===== src/rtl/vga_timing_ctrl.sv =====
// vga_timing_ctrl: divides CLK into a one-cycle pixel tick. Horizontal and
// vertical timing FSMs step on that tick. They produce sync, blanking,
// coordinates and line/frame strobes. Everything is in the CLK domain.
module vga_timing_ctrl #(
  parameter int DIV      = 4,
  parameter int H_ACTIVE = 640,
  parameter int H_FP     = 16,
  parameter int H_SYNC   = 96,
  parameter int H_BP     = 48,
  parameter int V_ACTIVE = 480,
  parameter int V_FP     = 10,
  parameter int V_SYNC   = 2,
  parameter int V_BP     = 33,
  parameter bit HS_POL   = 1'b0,
  parameter bit VS_POL   = 1'b0,
  parameter int CW       = 10
) (
  input  logic          CLK,
  input  logic          RST,
  input  logic          EN,
  output logic          pix_tick,
  output logic          hsync,
  output logic          vsync,
  output logic          video_on,
  output logic [CW-1:0] x,
  output logic [CW-1:0] y,
  output logic          line_start,
  output logic          frame_start
);

  localparam int H_TOTAL = H_ACTIVE + H_FP + H_SYNC + H_BP;
  localparam int V_TOTAL = V_ACTIVE + V_FP + V_SYNC + V_BP;
  localparam int DW      = (DIV > 1) ? $clog2(DIV) : 1;

  localparam logic [DW-1:0] D_LAST = DW'(DIV - 1);

  // Last count of each horizontal phase; the FSM leaves a phase on these.
  localparam logic [CW-1:0] H_ACT_LAST  = CW'(H_ACTIVE - 1);
  localparam logic [CW-1:0] H_FP_LAST   = CW'(H_ACTIVE + H_FP - 1);
  localparam logic [CW-1:0] H_SYNC_LAST = CW'(H_ACTIVE + H_FP + H_SYNC - 1);
  localparam logic [CW-1:0] H_LAST      = CW'(H_TOTAL - 1);
  localparam logic [CW-1:0] H_ACT_END   = CW'(H_ACTIVE);

  localparam logic [CW-1:0] V_ACT_LAST  = CW'(V_ACTIVE - 1);
  localparam logic [CW-1:0] V_FP_LAST   = CW'(V_ACTIVE + V_FP - 1);
  localparam logic [CW-1:0] V_SYNC_LAST = CW'(V_ACTIVE + V_FP + V_SYNC - 1);
  localparam logic [CW-1:0] V_LAST      = CW'(V_TOTAL - 1);
  localparam logic [CW-1:0] V_ACT_END   = CW'(V_ACTIVE);

  typedef enum logic [1:0] {H_ACT, H_FRONT, H_SYNCS, H_BACK} h_state_t;
  typedef enum logic [1:0] {V_ACT, V_FRONT, V_SYNCS, V_BACK} v_state_t;

  logic [DW-1:0] dcnt_reg;
  logic [CW-1:0] hcnt_reg, hcnt_next;
  logic [CW-1:0] vcnt_reg, vcnt_next;
  h_state_t      h_state_reg;
  v_state_t      v_state_reg;
  logic          hsync_reg, vsync_reg, video_on_reg;
  logic [CW-1:0] x_reg, y_reg;
  logic          tick, line_wrap, frame_wrap;

  // Reset is gated in so no tick or strobe escapes during a reset cycle.
  assign tick       = EN && !RST && (dcnt_reg == D_LAST);
  assign line_wrap  = tick && (hcnt_reg == H_LAST);
  assign frame_wrap = line_wrap && (vcnt_reg == V_LAST);

  assign pix_tick    = tick;
  assign line_start  = line_wrap;
  assign frame_start = frame_wrap;
  assign hsync       = hsync_reg;
  assign vsync       = vsync_reg;
  assign video_on    = video_on_reg;
  assign x           = x_reg;
  assign y           = y_reg;

  // Clock divider: free-runs while enabled and holds its phase when EN drops.
  always_ff @(posedge CLK) begin
    if (RST) begin
      dcnt_reg <= '0;
    end else if (EN) begin
      dcnt_reg <= (dcnt_reg == D_LAST) ? '0 : dcnt_reg + DW'(1);
    end
  end

  // Next pixel/line position; wraps only through the explicit terminal compare.
  always_comb begin
    hcnt_next = hcnt_reg;
    vcnt_next = vcnt_reg;
    if (tick) begin
      hcnt_next = (hcnt_reg == H_LAST) ? '0 : hcnt_reg + CW'(1);
    end
    if (line_wrap) begin
      vcnt_next = (vcnt_reg == V_LAST) ? '0 : vcnt_reg + CW'(1);
    end
  end

  // Position counters.
  always_ff @(posedge CLK) begin
    if (RST) begin
      hcnt_reg <= '0;
      vcnt_reg <= '0;
    end else begin
      hcnt_reg <= hcnt_next;
      vcnt_reg <= vcnt_next;
    end
  end

  // Horizontal phase FSM; hsync is registered on the same edge as the state.
  always_ff @(posedge CLK) begin
    if (RST) begin
      h_state_reg <= H_ACT;
      hsync_reg   <= ~HS_POL;
    end else if (tick) begin
      case (h_state_reg)
        H_ACT:   if (hcnt_reg == H_ACT_LAST) h_state_reg <= H_FRONT;
        H_FRONT: if (hcnt_reg == H_FP_LAST) begin
                   h_state_reg <= H_SYNCS;
                   hsync_reg   <= HS_POL;
                 end
        H_SYNCS: if (hcnt_reg == H_SYNC_LAST) begin
                   h_state_reg <= H_BACK;
                   hsync_reg   <= ~HS_POL;
                 end
        H_BACK:  if (hcnt_reg == H_LAST) h_state_reg <= H_ACT;
        default: begin
                   h_state_reg <= H_ACT;
                   hsync_reg   <= ~HS_POL;
                 end
      endcase
    end
  end

  // Vertical phase FSM; advances once per line, on the horizontal wrap tick.
  always_ff @(posedge CLK) begin
    if (RST) begin
      v_state_reg <= V_ACT;
      vsync_reg   <= ~VS_POL;
    end else if (line_wrap) begin
      case (v_state_reg)
        V_ACT:   if (vcnt_reg == V_ACT_LAST) v_state_reg <= V_FRONT;
        V_FRONT: if (vcnt_reg == V_FP_LAST) begin
                   v_state_reg <= V_SYNCS;
                   vsync_reg   <= VS_POL;
                 end
        V_SYNCS: if (vcnt_reg == V_SYNC_LAST) begin
                   v_state_reg <= V_BACK;
                   vsync_reg   <= ~VS_POL;
                 end
        V_BACK:  if (vcnt_reg == V_LAST) v_state_reg <= V_ACT;
        default: begin
                   v_state_reg <= V_ACT;
                   vsync_reg   <= ~VS_POL;
                 end
      endcase
    end
  end

  // Coordinate and blanking registers, loaded from next-state counts so they stay aligned with sync.
  always_ff @(posedge CLK) begin
    if (RST) begin
      x_reg        <= '0;
      y_reg        <= '0;
      video_on_reg <= 1'b1;
    end else begin
      x_reg        <= hcnt_next;
      y_reg        <= vcnt_next;
      video_on_reg <= (hcnt_next < H_ACT_END) && (vcnt_next < V_ACT_END);
    end
  end

endmodule


===== config.mk =====
export PLATFORM = sky130hd
export DESIGN_NAME = vga_timing_ctrl
export DESIGN_NICKNAME = d
export VERILOG_FILES = /design/src/rtl/vga_timing_ctrl.sv
export SDC_FILE = /design/constraint.sdc
export NUM_CORES = 1
export LEC_CHECK = 0
export CAP_MARGIN = 40
export CORE_MARGIN = 1.5
export CORE_UTILIZATION = 57
export DETAILED_ROUTE_END_ITERATION = 10
export PLACE_DENSITY = 0.84
export SYNTH_ARGS = -nofsm -noshare
export SYNTH_HDL_FRONTEND = slang
export SYNTH_SLANG_ARGS = --single-unit

===== constraint.sdc =====
create_clock -name CLK -period 3.3 [get_ports CLK]
set_input_delay 0.33 -clock CLK [delete_from_list [all_inputs] [get_ports CLK]]
set_output_delay 0.33 -clock CLK [all_outputs]
set_load 0.005 [all_outputs]

## Yosys cells after proc, flatten, opt, wreduce, memory -nomap -nowiden

Index checks and enable logic that the tools add are counted.

| word-level totals | value |
|---|---|
| memory bits (writable) | 0 |
| input bits | 3 |
| flip-flop bits (word level) | 29 |
| memory bits (read-only) | 0 |
| memories kept | 0 |
| bits in latches | 0 |
| logic and storage cells | 71 |

| cells by class | value |
|---|---|
| bitwise logic cells | 0 |
| divide/modulo/power cells | 0 |
| mux-type cells | 21 |
| equal/unequal tests | 23 |
| $add $sub $neg | 3 |
| magnitude comparators | 2 |
| multipliers | 0 |
| shift-type cells | 0 |
| reduce and logical (&&, ||, !) cells | 14 |

Operators by type and width:

| cell | number |
|---|---|
| 10-bit == test, second input constant | 5 |
| 10-bit two-way mux | 4 |
| 10-bit by 9-bit == test with 1-bit output, second input constant | 3 |
| 10-bit by 1-bit adder with 10-bit output, second input constant | 2 |
| 2-bit two-way mux | 9 |
| 2-bit inequality test, second input constant | 8 |
| 2-bit case mux with 4 select lines | 2 |
| 2-bit == test, second input constant | 5 |
| 10-bit < comparator, second input constant | 1 |
| 10-bit by 9-bit < comparator with 1-bit output, second input constant | 1 |
| 5-bit AND reduction | 2 |
| 4-bit AND reduction | 2 |
| 1-bit logical AND | 5 |
| 2-bit by 1-bit == test with 1-bit output, second input constant | 2 |
| 2-bit zero test | 2 |
| 1-bit two-way mux | 4 |
| 1-bit case mux with 2 select lines | 2 |
| 2-bit nonzero test | 2 |
| 2-bit by 1-bit adder with 2-bit output, second input constant | 1 |
| 1-bit zero test | 1 |

## Logic depth before layout (Yosys ltp)

| depth | value |
|---|---|
| depth after elaboration | 7 |
| mapped depth | 9 |

## Least setup slack after synthesis

OpenSTA, ideal clock, no wires.

| timing | value |
|---|---|
| path type | register to register |
| start | register y[0] (netlist name) |
| end | register v_state_reg[0] |
| buffers on the path | 0 |
| required time | 3212 ps |
| arrival time | 1751 ps |
| setup time | 88 ps |
| setup slack | 1461 ps |
| cell stages (with the launch flop) | 8 |
| cell sequence | dfxtp_1 > inv_1 > ha_1 > nand4_1 > or4_4 > a22oi_4 > a21oi_1 > a311oi_2 |

RTL lines:

| what | RTL line | RTL |
|---|---|---|
| end signal: assignment | 136 | `v_state_reg <= V_ACT;` |
| end signal: assignment | 140 | `V_ACT: if (vcnt_reg == V_ACT_LAST) v_state_reg <= V_FRONT;` |
| end signal: assignment | 142 | `v_state_reg <= V_SYNCS;` |
| end: declaration | 57 | `v_state_t v_state_reg;` |

## Final worst setup path

| timing | value |
|---|---|
| start | register dcnt_reg[0] |
| end | output frame_start |

| between the ends | value |
|---|---|
| longest elaborated chain between the ends | 4 |

Ends and longest elaborated chain:

| what | RTL line | RTL |
|---|---|---|
| start: declaration | 53 | `logic [DW-1:0] dcnt_reg;` |
| start signal: assignment | 81 | `dcnt_reg <= (dcnt_reg == D_LAST) ? '0 : dcnt_reg + DW'(1);` |
| 2-bit == test | 63 | `assign tick = EN && !RST && (dcnt_reg == D_LAST);` |
| 1-bit logical AND | 63 |  |
| 1-bit logical AND | 64 | `assign line_wrap = tick && (hcnt_reg == H_LAST);` |
| 1-bit logical AND | 65 | `assign frame_wrap = line_wrap && (vcnt_reg == V_LAST);` |
| end: declaration | 28 | `output logic frame_start` |

No other way between the ends.

==> qor.tcl <==
set qor(die_height_um) 59.9
set qor(final-max-slew-violation-count) 0
set qor(powerDensity_mw_per_mm2) 268
set qor(drt-initial-drc-count) 83
set qor(count_of_final_setup_violators) 0
set qor(number_of_global_route_vias_before_repair) 1407
set qor(ant_nets) 0
set qor(synth_most_common_cell) {sky130_fd_sc_hd__dfxtp_1}
set qor(synth.net_count) 234
set qor(post-cts-setup-buffer-count) 0
set qor(ys_ff_latch) 29
set qor(cts_inserted_buffers) 5
set qor(worst_path_largest_cell_delay_ps) 510
set qor(clk-insertion-delay-late_ps) 330
set qor(post_synth_num_cell_types) 50
set qor(leakagePower_nw) 0.779
set qor(gpl.final_weighted_congestion) 0.826
set qor(post-route-period-util) 0.785
set qor(numPortBuffers) 28
set qor(worst_ep_required_time_ps) 2970
set qor(timing.max_slew.rel_slack) 0.622
set qor(dominantRegCellSynth) {sky130_fd_sc_hd__dfxtp_1}
set qor(ys_async_sr_fraction) 0
set qor(finalHoldWorstSlack_ps) 499
set qor(grt_setup_unrepaired) {false}
set qor(grt_overflow_total) 0
set qor(detailedRoute.firstPassIterationCount) 4
set qor(worstMarginPinSlew_ps) 561
set qor(synth_enable_flop_cells) 0
set qor(coreArea_mm2) 0.00305
set qor(fin_worst_skew_ps) 4.23
set qor(clockBufferDepth) 2
set qor(critical_path_class) {flop to primary output}
set qor(detailedPlacementHpwl_um) 2690
set qor(cts_max_level) 2
set qor(worst-r2r-setup-slack_ps) 1050
set qor(placement.setup.worst_slack_ps) 706
set qor(drc) 0
set qor(yosys-top-cells-area) {sky130_fd_sc_hd__dfxtp_1 (32%), sky130_fd_sc_hd__ha_1 (10%), sky130_fd_sc_hd__nand3_1 (3.8%), sky130_fd_sc_hd__nor3_1 (3.5%), sky130_fd_sc_hd__xor2_1 (3.3%)}
set qor(timing.critical_path.fanout_max) 17
set qor(setup.worst_path.start_class) {flop}
set qor(layout-drive-gt1-share) 0.0830
set qor(syn-instance-count) 216
set qor(place_inst) 277
set qor(post-route-worst-setup-slack_ps) 708
set qor(timing.fmax_mhz) 386
set qor(route.detailed.wl_per_inst_um) 13.3
set qor(clk_pin_slew_worst_paths_ps) 90
set qor(syn_to_final_growth_pct) 17.2
set qor(timing.final.crit_period_ps) 2590
set qor(drv_cap) 0
set qor(timing.critical_path.cells) {ha_1 -> and3b_1 -> nand4_4 -> nor2_1 -> clkdlybuf4s50_1}
set qor(cp_data_arrival_time_ps) 2260
set qor(synth_top_area_cell) {sky130_fd_sc_hd__dfxtp_1}
set qor(chipWidth_um) 59.9
set qor(postcts_resize_cnt) 0
set qor(p_total_mw) 0.578
set qor(cts.sink_count) 29
set qor(placementRows) 20
set qor(hold_viol_final) 0
set qor(synthesis.area_per_instance_um2) 8.53
set qor(postCtsHoldBufs) 0
set qor(max-vdd-ir-drop_mv) 0.204
set qor(num_antenna_cells) 0
set qor(post_layout_nonfiller_instances) 285
set qor(yosysWarningCount) 0
set qor(initial_core_util) 0.604
set qor(detail_route.vias_per_cell) 5.66
set qor(worstSetupEndpointType) {primary output}
set qor(io_pins) 29
set qor(ys_seq_area_frac) 0.315
set qor(yosys.area.top_type_share) 0.315
set qor(netlist_top_cells_count) {sky130_fd_sc_hd__dfxtp_1 (29), sky130_fd_sc_hd__nand2_1 (16), sky130_fd_sc_hd__nor2_1 (16)}
set qor(status) {finished, final reports clean}
set qor(antenna_violations_before_repair) 0
set qor(via_count) 1614
set qor(root_buf_cell) {sky130_fd_sc_hd__clkbuf_4}
set qor(postRouteWirelength_um) 3790
set qor(finish.net_count) 258
set qor(critical-path-slowest-cell) {sky130_fd_sc_hd__clkdlybuf4s50_1}
set qor(fin_tns_setup_ps) 0
set qor(tritoncts) {done}
set qor(grt_usage) 0.229
set qor(fp.dieArea_mm2) 0.00358
set qor(maximum_number_of_pins_on_one_net_before_global_route_repair) 25
set qor(min-delay-path-class) {flop to flop}
set qor(netlist_area_mm2) 0.00184
set qor(grt_pass1_wl_um) 6260
==> cells by family (layout without fill, tap and decap cells) <==
kind of cell,Yosys count,count (layout),synth area share
AO/OA/AOI/OAI,40,40,0.163
flip-flops,29,29,0.315
multiplexers,1,1,0.00543
AND/OR/NAND/NOR,96,96,0.295
adder cells (fa/ha/maj),15,15,0.102
buffers and inverters,24,49,0.0672
XOR/XNOR,11,11,0.0523
==> layout by cell type, fill, tap and decap left out, types with 3 or more instances in the layout <==
cell and count:
sky130_fd_sc_hd__a21oi_1 12, sky130_fd_sc_hd__and2_1 4, sky130_fd_sc_hd__and3_1 3, sky130_fd_sc_hd__clkbuf_1 3, sky130_fd_sc_hd__clkbuf_4 5, sky130_fd_sc_hd__clkdlybuf4s50_1 28
sky130_fd_sc_hd__dfxtp_1 29, sky130_fd_sc_hd__ha_1 15, sky130_fd_sc_hd__inv_1 11, sky130_fd_sc_hd__nand2_1 16, sky130_fd_sc_hd__nand3_1 14, sky130_fd_sc_hd__nand4_1 7
sky130_fd_sc_hd__nand4b_1 3, sky130_fd_sc_hd__nor2_1 16, sky130_fd_sc_hd__nor3_1 13, sky130_fd_sc_hd__o21ai_0 9, sky130_fd_sc_hd__o31ai_1 3, sky130_fd_sc_hd__or3_1 4
sky130_fd_sc_hd__xnor2_1 4, sky130_fd_sc_hd__xor2_1 7
==> final timing paths <==
check | startpoint | to | depth (start not counted)
setup / recovery | dcnt_reg[0] | frame_start | 5
hold / removal | hsync | hsync | 1
setup reg to reg | dcnt_reg[0] | video_on | 8
hold reg to reg | hsync | hsync | 1
==> final cells by class <==
type	count	area, um2
Inverter	11	41.3
Multi-Input combinational cell	163	1140
Clock buffer	8	48.8
Timing Repair Buffer	30	295
Tap cell	44	55.1
Sequential cell	29	581
Fill cell	256	893
==> where the power goes <==
part	internal, mW	total [mW]	switching, mW
Clock	0.0848	0.208	0.123
Sequential	0.352	0.353	0.00133
Combinational	0.00674	0.0172	0.0105
==> critical path, delay by kind of cell, from the launching register on <==
family	cells	cell delay [ps]
AND/OR/NAND/NOR	3	820
flip-flops	1	370
buffers and inverters	1	510
adder cells (fa/ha/maj)	1	240
==> routing by layer <==
metal  global-route usage  wire length [um]  up-vias
met2                0.357              1710       46
li1                     -                 -      830
met3               0.0693               180        7
met4               0.0730                59        0
met5                    0                 0        -
met1                0.302              1840      731
==> through the flow <==
step           utilization  instance area (um2)
6_report             0.707                 2160
5_1_grt              0.707                 2160
4_1_cts              0.707                 2160
3_5_place_dp         0.691                 2110
3_3_place_gp         0.691                 2110
2_1_floorplan            -                 1840
No activity file was read; power rests on OpenSTA's default activity.
